[config.mk]
export PLATFORM = sky130hd
export DESIGN_NAME = reset_tick_seq
export DESIGN_NICKNAME = d
export VERILOG_FILES = /design/src/rtl/reset_tick_pkg.sv /design/src/rtl/reset_tick_seq_divider.sv /design/src/rtl/reset_tick_seq.sv
export SDC_FILE = /design/constraint.sdc
export NUM_CORES = 1
export LEC_CHECK = 0
export ABC_AREA = 0
export CAP_MARGIN = 30
export CELL_PAD_IN_SITES_DETAIL_PLACEMENT = 0
export CELL_PAD_IN_SITES_GLOBAL_PLACEMENT = 1
export CORE_UTILIZATION = 24
export DETAILED_ROUTE_END_ITERATION = 8
export GPL_TIMING_DRIVEN = 1
export PLACE_DENSITY_LB_ADDON = 0.15
export SYNTH_ARGS = -nofsm -noshare
export SYNTH_HDL_FRONTEND = slang
export SYNTH_HIERARCHICAL = 1
export SYNTH_SLANG_ARGS = --single-unit
[constraint.sdc]
create_clock -name clk -period 2.1 [get_ports clk]
set_input_delay 0.525 -clock clk [delete_from_list [all_inputs] [get_ports clk]]
set_output_delay 0.525 -clock clk [all_outputs]
set_load 0.05 [all_outputs]
[src/rtl/reset_tick_pkg.sv]
// Shared types and helpers for the reset sequencer and its tick dividers.
package reset_tick_pkg;

   typedef enum logic [1:0] {
      WAIT_LOCK = 2'd0,
      FILTER    = 2'd1,
      HOLD      = 2'd2,
      RUN       = 2'd3
   } seq_state_t;

   localparam int MAX_TICKS  = 8;
   localparam int LOSS_CNT_W = 8;

   // Bits needed to hold values 0..max_val, never less than one.
   function automatic int cnt_width(input int unsigned max_val);
      int w;
      w = $clog2(max_val + 1);
      return (w < 1) ? 1 : w;
   endfunction

endpackage

[src/rtl/reset_tick_seq_divider.sv]
// One tick channel: counts 0..DIV-1 while enabled and strobes on the last count.
// DIV=0 leaves the counter parked at zero and the strobe low.
module tick_divider
   import reset_tick_pkg::*;
#(
   parameter int unsigned DIV = 1
)(
   input  logic clk,
   input  logic reset,
   input  logic enable,
   output logic strobe
);

   localparam int            CW     = cnt_width(DIV);
   localparam bit            ACTIVE = (DIV != 0);
   localparam logic [CW-1:0] LAST   = CW'(DIV - 1);

   logic [CW-1:0] cnt_reg;
   logic [CW-1:0] cnt_next;

   always_comb begin
      cnt_next = '0;
      if (ACTIVE && enable) begin
         cnt_next = (cnt_reg == LAST) ? '0 : cnt_reg + 1'b1;
      end
   end

   always_ff @(posedge clk or posedge reset) begin
      if (reset) begin
         cnt_reg <= '0;
      end else begin
         cnt_reg <= cnt_next;
      end
   end

   assign strobe = ACTIVE && enable && (cnt_reg == LAST);

endmodule

[src/rtl/reset_tick_seq.sv]
// Lock-qualified reset sequencer with divided tick channels and a heartbeat.
// Optional build macro RESET_SEQ_LOSS_COUNT_EN adds the saturating loss_count output.
module reset_tick_seq
   import reset_tick_pkg::*;
#(
   parameter int unsigned               LOCK_FILTER  = 16,
   parameter int unsigned               RESET_CYCLES = 64,
   parameter int unsigned               NUM_TICKS    = 3,
   parameter logic [NUM_TICKS*32-1:0]   TICK_DIV     = {32'd48000, 32'd48, 32'd1},
   parameter int unsigned               HB_BIT       = 23
)(
   input  logic                  clk,
   input  logic                  reset,
   input  logic                  pll_locked,
   input  logic                  soft_rst_req,
   input  logic                  lock_lost_clr,
   output logic                  rst_out,
   output logic [NUM_TICKS-1:0]  tick,
   output logic                  heartbeat,
   output logic                  lock_lost,
   output logic [1:0]            seq_state
`ifdef RESET_SEQ_LOSS_COUNT_EN
   ,
   output logic [LOSS_CNT_W-1:0] loss_count
`endif
);

   localparam int unsigned CNT_MAX = (LOCK_FILTER > RESET_CYCLES) ? LOCK_FILTER : RESET_CYCLES;
   localparam int          CNT_W   = cnt_width(CNT_MAX);
   localparam logic [CNT_W-1:0] FILTER_LAST = CNT_W'(LOCK_FILTER - 1);
   localparam logic [CNT_W-1:0] HOLD_LAST   = CNT_W'(RESET_CYCLES - 1);

   logic             sync1_reg;
   logic             locked_s_reg;
   seq_state_t       state_reg;
   seq_state_t       state_next;
   logic [CNT_W-1:0] cnt_reg;
   logic [CNT_W-1:0] cnt_next;
   logic             rst_out_reg;
   logic             lock_lost_reg;
   logic             lock_lost_next;
   logic             lock_drop;
   logic [HB_BIT:0]  hb_cnt_reg;
   logic             run_en;

   // pll_locked is asynchronous to clk; only the second stage feeds the FSM.
   always_ff @(posedge clk or posedge reset) begin
      if (reset) begin
         sync1_reg    <= 1'b0;
         locked_s_reg <= 1'b0;
      end else begin
         sync1_reg    <= pll_locked;
         locked_s_reg <= sync1_reg;
      end
   end

   always_ff @(posedge clk or posedge reset) begin
      if (reset) begin
         state_reg     <= WAIT_LOCK;
         cnt_reg       <= '0;
         rst_out_reg   <= 1'b1;
         lock_lost_reg <= 1'b0;
         hb_cnt_reg    <= '0;
      end else begin
         state_reg     <= state_next;
         cnt_reg       <= cnt_next;
         rst_out_reg   <= (state_next != RUN);
         lock_lost_reg <= lock_lost_next;
         hb_cnt_reg    <= hb_cnt_reg + 1'b1;
      end
   end

   // Lock loss is tested first in every state so it always beats soft_rst_req.
   always_comb begin
      state_next = state_reg;
      cnt_next   = cnt_reg;
      lock_drop  = 1'b0;
      case (state_reg)
         WAIT_LOCK: begin
            if (locked_s_reg) begin
               state_next = FILTER;
               cnt_next   = '0;
            end
         end
         FILTER: begin
            if (!locked_s_reg) begin
               state_next = WAIT_LOCK;
            end else if (cnt_reg == FILTER_LAST) begin
               state_next = HOLD;
               cnt_next   = '0;
            end else begin
               cnt_next = cnt_reg + 1'b1;
            end
         end
         HOLD: begin
            if (!locked_s_reg) begin
               state_next = WAIT_LOCK;
            end else if (soft_rst_req) begin
               cnt_next = '0;
            end else if (cnt_reg == HOLD_LAST) begin
               state_next = RUN;
            end else begin
               cnt_next = cnt_reg + 1'b1;
            end
         end
         RUN: begin
            if (!locked_s_reg) begin
               state_next = WAIT_LOCK;
               lock_drop  = 1'b1;
            end else if (soft_rst_req) begin
               state_next = HOLD;
               cnt_next   = '0;
            end
         end
         default: begin
            state_next = WAIT_LOCK;
         end
      endcase
   end

   always_comb begin
      lock_lost_next = lock_lost_reg;
      if (lock_drop) begin
         lock_lost_next = 1'b1;
      end else if (lock_lost_clr) begin
         lock_lost_next = 1'b0;
      end
   end

`ifdef RESET_SEQ_LOSS_COUNT_EN
   logic [LOSS_CNT_W-1:0] loss_cnt_reg;
   logic [LOSS_CNT_W-1:0] loss_cnt_next;

   always_comb begin
      loss_cnt_next = loss_cnt_reg;
      if (lock_drop) begin
         if (loss_cnt_reg != '1) begin
            loss_cnt_next = loss_cnt_reg + 1'b1;
         end
      end else if (lock_lost_clr) begin
         loss_cnt_next = '0;
      end
   end

   always_ff @(posedge clk or posedge reset) begin
      if (reset) begin
         loss_cnt_reg <= '0;
      end else begin
         loss_cnt_reg <= loss_cnt_next;
      end
   end

   assign loss_count = loss_cnt_reg;
`endif

   assign run_en = (state_reg == RUN);

   genvar gi;
   generate
      for (gi = 0; gi < NUM_TICKS; gi++) begin : g_tick
         tick_divider #(
            .DIV (TICK_DIV[32*gi +: 32])
         ) u_div (
            .clk    (clk),
            .reset  (reset),
            .enable (run_en),
            .strobe (tick[gi])
         );
      end
   endgenerate

   assign rst_out   = rst_out_reg;
   assign heartbeat = hb_cnt_reg[HB_BIT];
   assign lock_lost = lock_lost_reg;
   assign seq_state = state_reg;

endmodule

; ---- After elaboration in Yosys (flattened, before gate mapping)
; Cells that the tools add are included.
[classes]
n_eq_ne = 14
bitwise = 1
muxes = 28
addsub = 5
reduce_logical = 6
[op_table]
columns = cell, count
row1 = $mux W7, 8
row2 = $mux W16, 2
row3 = $pmux W7 S4, 1
row4 = $add A24 B1 Y24 const B, 1
row5 = $add A16 B1 Y16 const B, 1
row6 = $eq A16 B16 Y1 const B, 1
row7 = $mux W2, 8
row8 = $mux W6, 2
row9 = $ne A2 B2 Y1 const B, 6
row10 = $pmux W2 S4, 1
row11 = $add A7 B1 Y7 const B, 1
row12 = $eq A7 B4 Y1 const B, 1
row13 = $eq A7 B6 Y1 const B, 1
row14 = $add A6 B1 Y6 const B, 1
row15 = $eq A6 B6 Y1 const B, 1
row16 = $mux W1, 6
row17 = $reduce_and A6 Y1, 1
row18 = $eq A2 B2 Y1 const B, 2
row19 = $logic_and A1 B1 Y1, 3
row20 = $ne A3 B3 Y1 const B, 1
row21 = $eq A2 B1 Y1 const B, 1
row22 = $logic_not A2 Y1, 1
row23 = $reduce_bool A2 Y1, 1
row24 = $add A1 B1 Y1 const B, 1
row25 = $not A1 Y1, 1
[totals]
output_inout_bits = 8
regBits = 60
wordCells = 64
inputBits = 5

; ---- Longest topological paths before layout
[logic_depth]
word_depth = 6
mapped_depth = 6
ltp_nobuf = 6

; ---- Modules after synthesis
; Netlist, hierarchy kept.
[by_module_without_submodules]
columns = module, seq_area_each_um2, instances, area_per_inst_um2, cells_per_inst
row1 = reset_tick_seq, 927.1, 1, 1844.3, 168
row2 = tick_divider at g_tick[2].u_div, 400.4, 1, 823.3, 81
row3 = tick_divider at g_tick[1].u_div, 150.1, 1, 277.8, 26
row4 = tick_divider at g_tick[0].u_div, 0.0, 1, 7.5, 1

; ---- Worst setup path before layout
; No wires, ideal clock.
[synth_path]
path_kind = register to output
start = register state_reg[1], in the netlist seq_state[1]
end = output port tick[1]
slack_ps = -722
path_buffers = 0
required_time_ps = 1575
arrival_ps = 2297
path_stages_with_launch = 4
cell_sequence = dfrtp_1 ha_1 inv_1 nor3_1
[synth_via]
elab_chain_cells = 2
[synth_rtl]
columns = element, line
row1 = start: declaration, reset_tick_seq.sv:35  ; seq_state_t state_reg;
row2 = start signal: assignment, reset_tick_seq.sv:65  ; state_reg <= state_next;
row3 = $eq A2 B2 Y1, reset_tick_seq.sv:156  ; assign run_en = (state_reg == RUN);
row4 = named net run_en, reset_tick_seq.sv:44  ; logic run_en;
row5 = $logic_and A1 B1 Y1, reset_tick_seq_divider.sv:36  ; assign strobe = ACTIVE && enable && (cnt_reg == LAST);
row6 = end: declaration, reset_tick_seq.sv:18  ; output logic [NUM_TICKS-1:0] tick,
; The timed path passes the listed nets, and every way through them passes these cells.

; ---- Worst setup path in the final report
[layout_path]
start = register g_tick[2].u_div.cnt_reg[9]
end = output port tick[2]
[layout_via]
elab_chain_cells = 2
[layout_rtl]
columns = element, line
row1 = start: declaration, reset_tick_seq_divider.sv:18  ; logic [CW-1:0] cnt_reg;
row2 = start signal: assignment, reset_tick_seq_divider.sv:32  ; cnt_reg <= cnt_next;
row3 = $eq A16 B16 Y1, reset_tick_seq_divider.sv:36
row4 = $logic_and A1 B1 Y1, reset_tick_seq_divider.sv:36
; No other way between the ends.

==> impl_metrics.toml <==
[status]
status = "completed"

[grt]
busiest_layer = "met2"
grt_max_degree = 38
globalRouteMet3Util_pct = 3.75
grt_pass1_wl_um = 10900
overflow = 0
grtUsageMet1_pct = 14.3
grt_antenna_before_repair = 0
track_usage_pct = 11.0
first_global_vias = 2164
gr-usage-met2_pct = 16.9

[clock_network]
cts_root_buf = "clkbuf_16"
clk_pin_slew_ns = 0.05
cts_buffer_depth = 2
clock_latency_ns = 0.32
ctsHtreeMaxLevel = 3
hold_buffers = 0
tritoncts.num_buffers = 9
cts_tree = "done"
clock-sinks = 59

[detailed_routing]
finalWirelength_um = 6160
avgViaCountPerCell = 4.56
wl_per_cell_um = 13.3
first_pass_iters = 6
ant_nets = 0
drc_errors = 0
drt_iter0_drc = 81
via_count = 2120

[pwr]
peakVddDrop_v = 0.000319
power_mw = 3.00
cellLeakagePower_nw = 1.58
p_per_area_nw_per_um2 = 802

[hold_path]
min_from = "sync1_reg$_DFF_PP0_"
min_to = "locked_s_reg$_DFF_PP0_"
worst_hold_path.num_cells = 0
hold_class = "register to register"

[timing]
finalCritPeriodShare_pct = 99.5
setup_viol = 0
fmax_mhz = 479
finClkSkew_ns = 0.00753
post-route-min-period_ns = 2.09
slew_headroom_pct = 67.5
hold_violations = 0
slew_viol_final = 0
tightest_slew_ns = 0.487
rsz0062_at_grt = "yes"

[synthesis]
synth_area_sq_um = 2950
ys_seq_area_share_pct = 50.0
synth_edf_count = 0
synth_fp_nets = 290
async_flop_share_pct = 100
synth.distinct_cells = 52
ys_ff_latch = 59
synthCells = 276
synth_top_cell_area_share_pct = 49.2
synth_area_leader_cell = "dfrtp_1"
syn_avg_cell_area_sq_um = 10.7
ys.flop_type = "dfrtp_1"
yosysWarnings = 6
netlist_top_cells_area = "dfrtp_1 (49%), xnor2_1 (8.3%), ha_1 (3.8%), nand3_1 (3.7%), xor2_1 (3.3%)"

[cells_and_area]
num_antenna_cells = 0
finalNonFillerCells = 465
area_growth_pct = 26.6
largest_reg_flops = 24
nNetsFinal = 327
final_layout_size_suffix_gt1_share_pct = 20.1
finalInstanceArea_sq_um = 3740

[place]
gp_congestion = 0.713
hpwlAfterDp_um = 4120
placed_cell_area_sq_um = 3360
io_buffers = 12
place_inst = 442

[job]
maxCapViolations = 0

[floorplan]
fp-row-count = 40
dieWidth_um = 113
initial_core_util_pct = 24.6
io_pins = 13
die_area_sq_um = 12800
die_h_um = 113
core_sq_um = 12000

[worst_setup_path]
path_class = "register to output pin"
start_kind = "register"
reg2reg_from = "seq_state[0]$_DFF_PP0_"
regToRegSetupSlack_ns = 0.16
slowest_delay_ns = 0.42
crit_family = "simple AND/OR/NAND/NOR gates"
critPathRequiredTime_ns = 1.57
rr_worst_depth = 7
crit_path_cell_trace = "nand3_1 -> nor4_2 -> and2_4 -> buf_12"
critPathSlowestCell = "dfrtp_1"
cp.arrival_ns = 1.56
path_buf_inv = 1
r2r_end = "cnt_reg[2]$_DFFE_PP0P_"
end_kind = "output pin"
cp_max_fo = 5
[metrics by stage]
step | hold WS (ns) | setup slack (ns) | TNS (ns) | utilization [%]
global route | 0.379 | -0.0794 | -0.101 | 31.1
global placement | 0.342 | -0.0143 | -0.0143 | 28.0
floorplan | 0.316 | 0.0417 | 0 | -
CTS | 0.356 | -0.0188 | -0.0188 | 30.9
finish | 0.352 | 0.0115 | 0 | 31.1
detailed placement | 0.344 | -0.00632 | -0.00632 | 28.0
[worst max-delay path by stage]
stage,start,to,slack (ns),cells past startpoint
after floorplan,seq_state[1]$_DFF_PP0_,tick[1],0.04,3
after global placement,soft_rst_req,rst_out$_DFF_PP1_,-0.01,5
after detailed placement,soft_rst_req,rst_out$_DFF_PP1_,-0.006,5
after CTS,g_tick[2].u_div/cnt_reg[1]$_DFF_PP0_,tick[2],-0.02,5
after global routing,g_tick[2].u_div/cnt_reg[1]$_DFF_PP0_,tick[2],-0.08,5
final,g_tick[2].u_div/cnt_reg[9]$_DFF_PP0_,tick[2],0.01,4
[layout make-up]
type,instances,area [sq um]
inverter,18,67.6
multi-input combinational,195,1420
sequential,59,1480
fill,1238,8270
clock inverter,1,5.00
tap,147,184
timing repair buffer,30,290
clock buffer,15,288
[report_power, final]
group	switching, mW	total [mW]	leakage (nW)	internal (mW)
clock	0.492	1.42	0.146	0.926
combinational	0.234	0.381	0.643	0.148
sequential	0.0340	1.20	0.794	1.16
total	0.760	3.00	1.58	2.24
[placed cells by master (no fill, tap or decap), types with 5 or more instances in the layout]
cell type        synthesis  final
ha_1                     9      6
xor2_1                  11     11
clkbuf_16                0      9
nand3_1                 22     21
nand4_1                 12     12
nor3_1                   7      6
o21ai_0                  7      7
and2_1                   6      5
nand2_1                 14     14
xnor2_1                 28     28
inv_1                   18     18
buf_4                    2     20
dfrtp_1                 58     54
clkdlybuf4s50_1          0      6
nor2_1                  22     22
[synthesized netlist by cell type (all sizes together), types with 4 or more instances]
library cell   n
and3           5
xnor2         28
ha             9
nand4b         4
a21oi          4
dfrtp         58
and4           4
nand2         14
inv           18
nor4           7
nand3         23
nor3           8
xor2          11
and2           6
nand4         13
nor2          24
o21ai          8
[layer usage]
| metal | up-vias | part of all wire, % |
|---|---|---|
| li1 | 1054 | - |
| met1 | 1043 | 52 |
| met2 | 14 | 44 |
| met3 | 9 | 3.1 |
| met4 | 0 | 1.6 |
| met5 | - | 0 |
[repair_timing]
action | in CTS | in global routing
pin swaps | 2 | 1
buffers inserted | 5 | 2
endpoints found under the setup margin | 3 | 6
resized for setup | 6 | 3
[cell families after synthesis]
| group | count (synthesis) | synth area share [%] |
|---|---|---|
| AND/OR/NAND/NOR | 118 | 24.4 |
| flip-flops | 59 | 50.0 |
| AO/OA/AOI/OAI | 29 | 6.82 |
| XOR/XNOR | 39 | 11.6 |
| adder cells (fa/ha/maj) | 9 | 3.81 |
| buffers and inverters | 22 | 3.30 |
(Power assumes the default switching activity.)
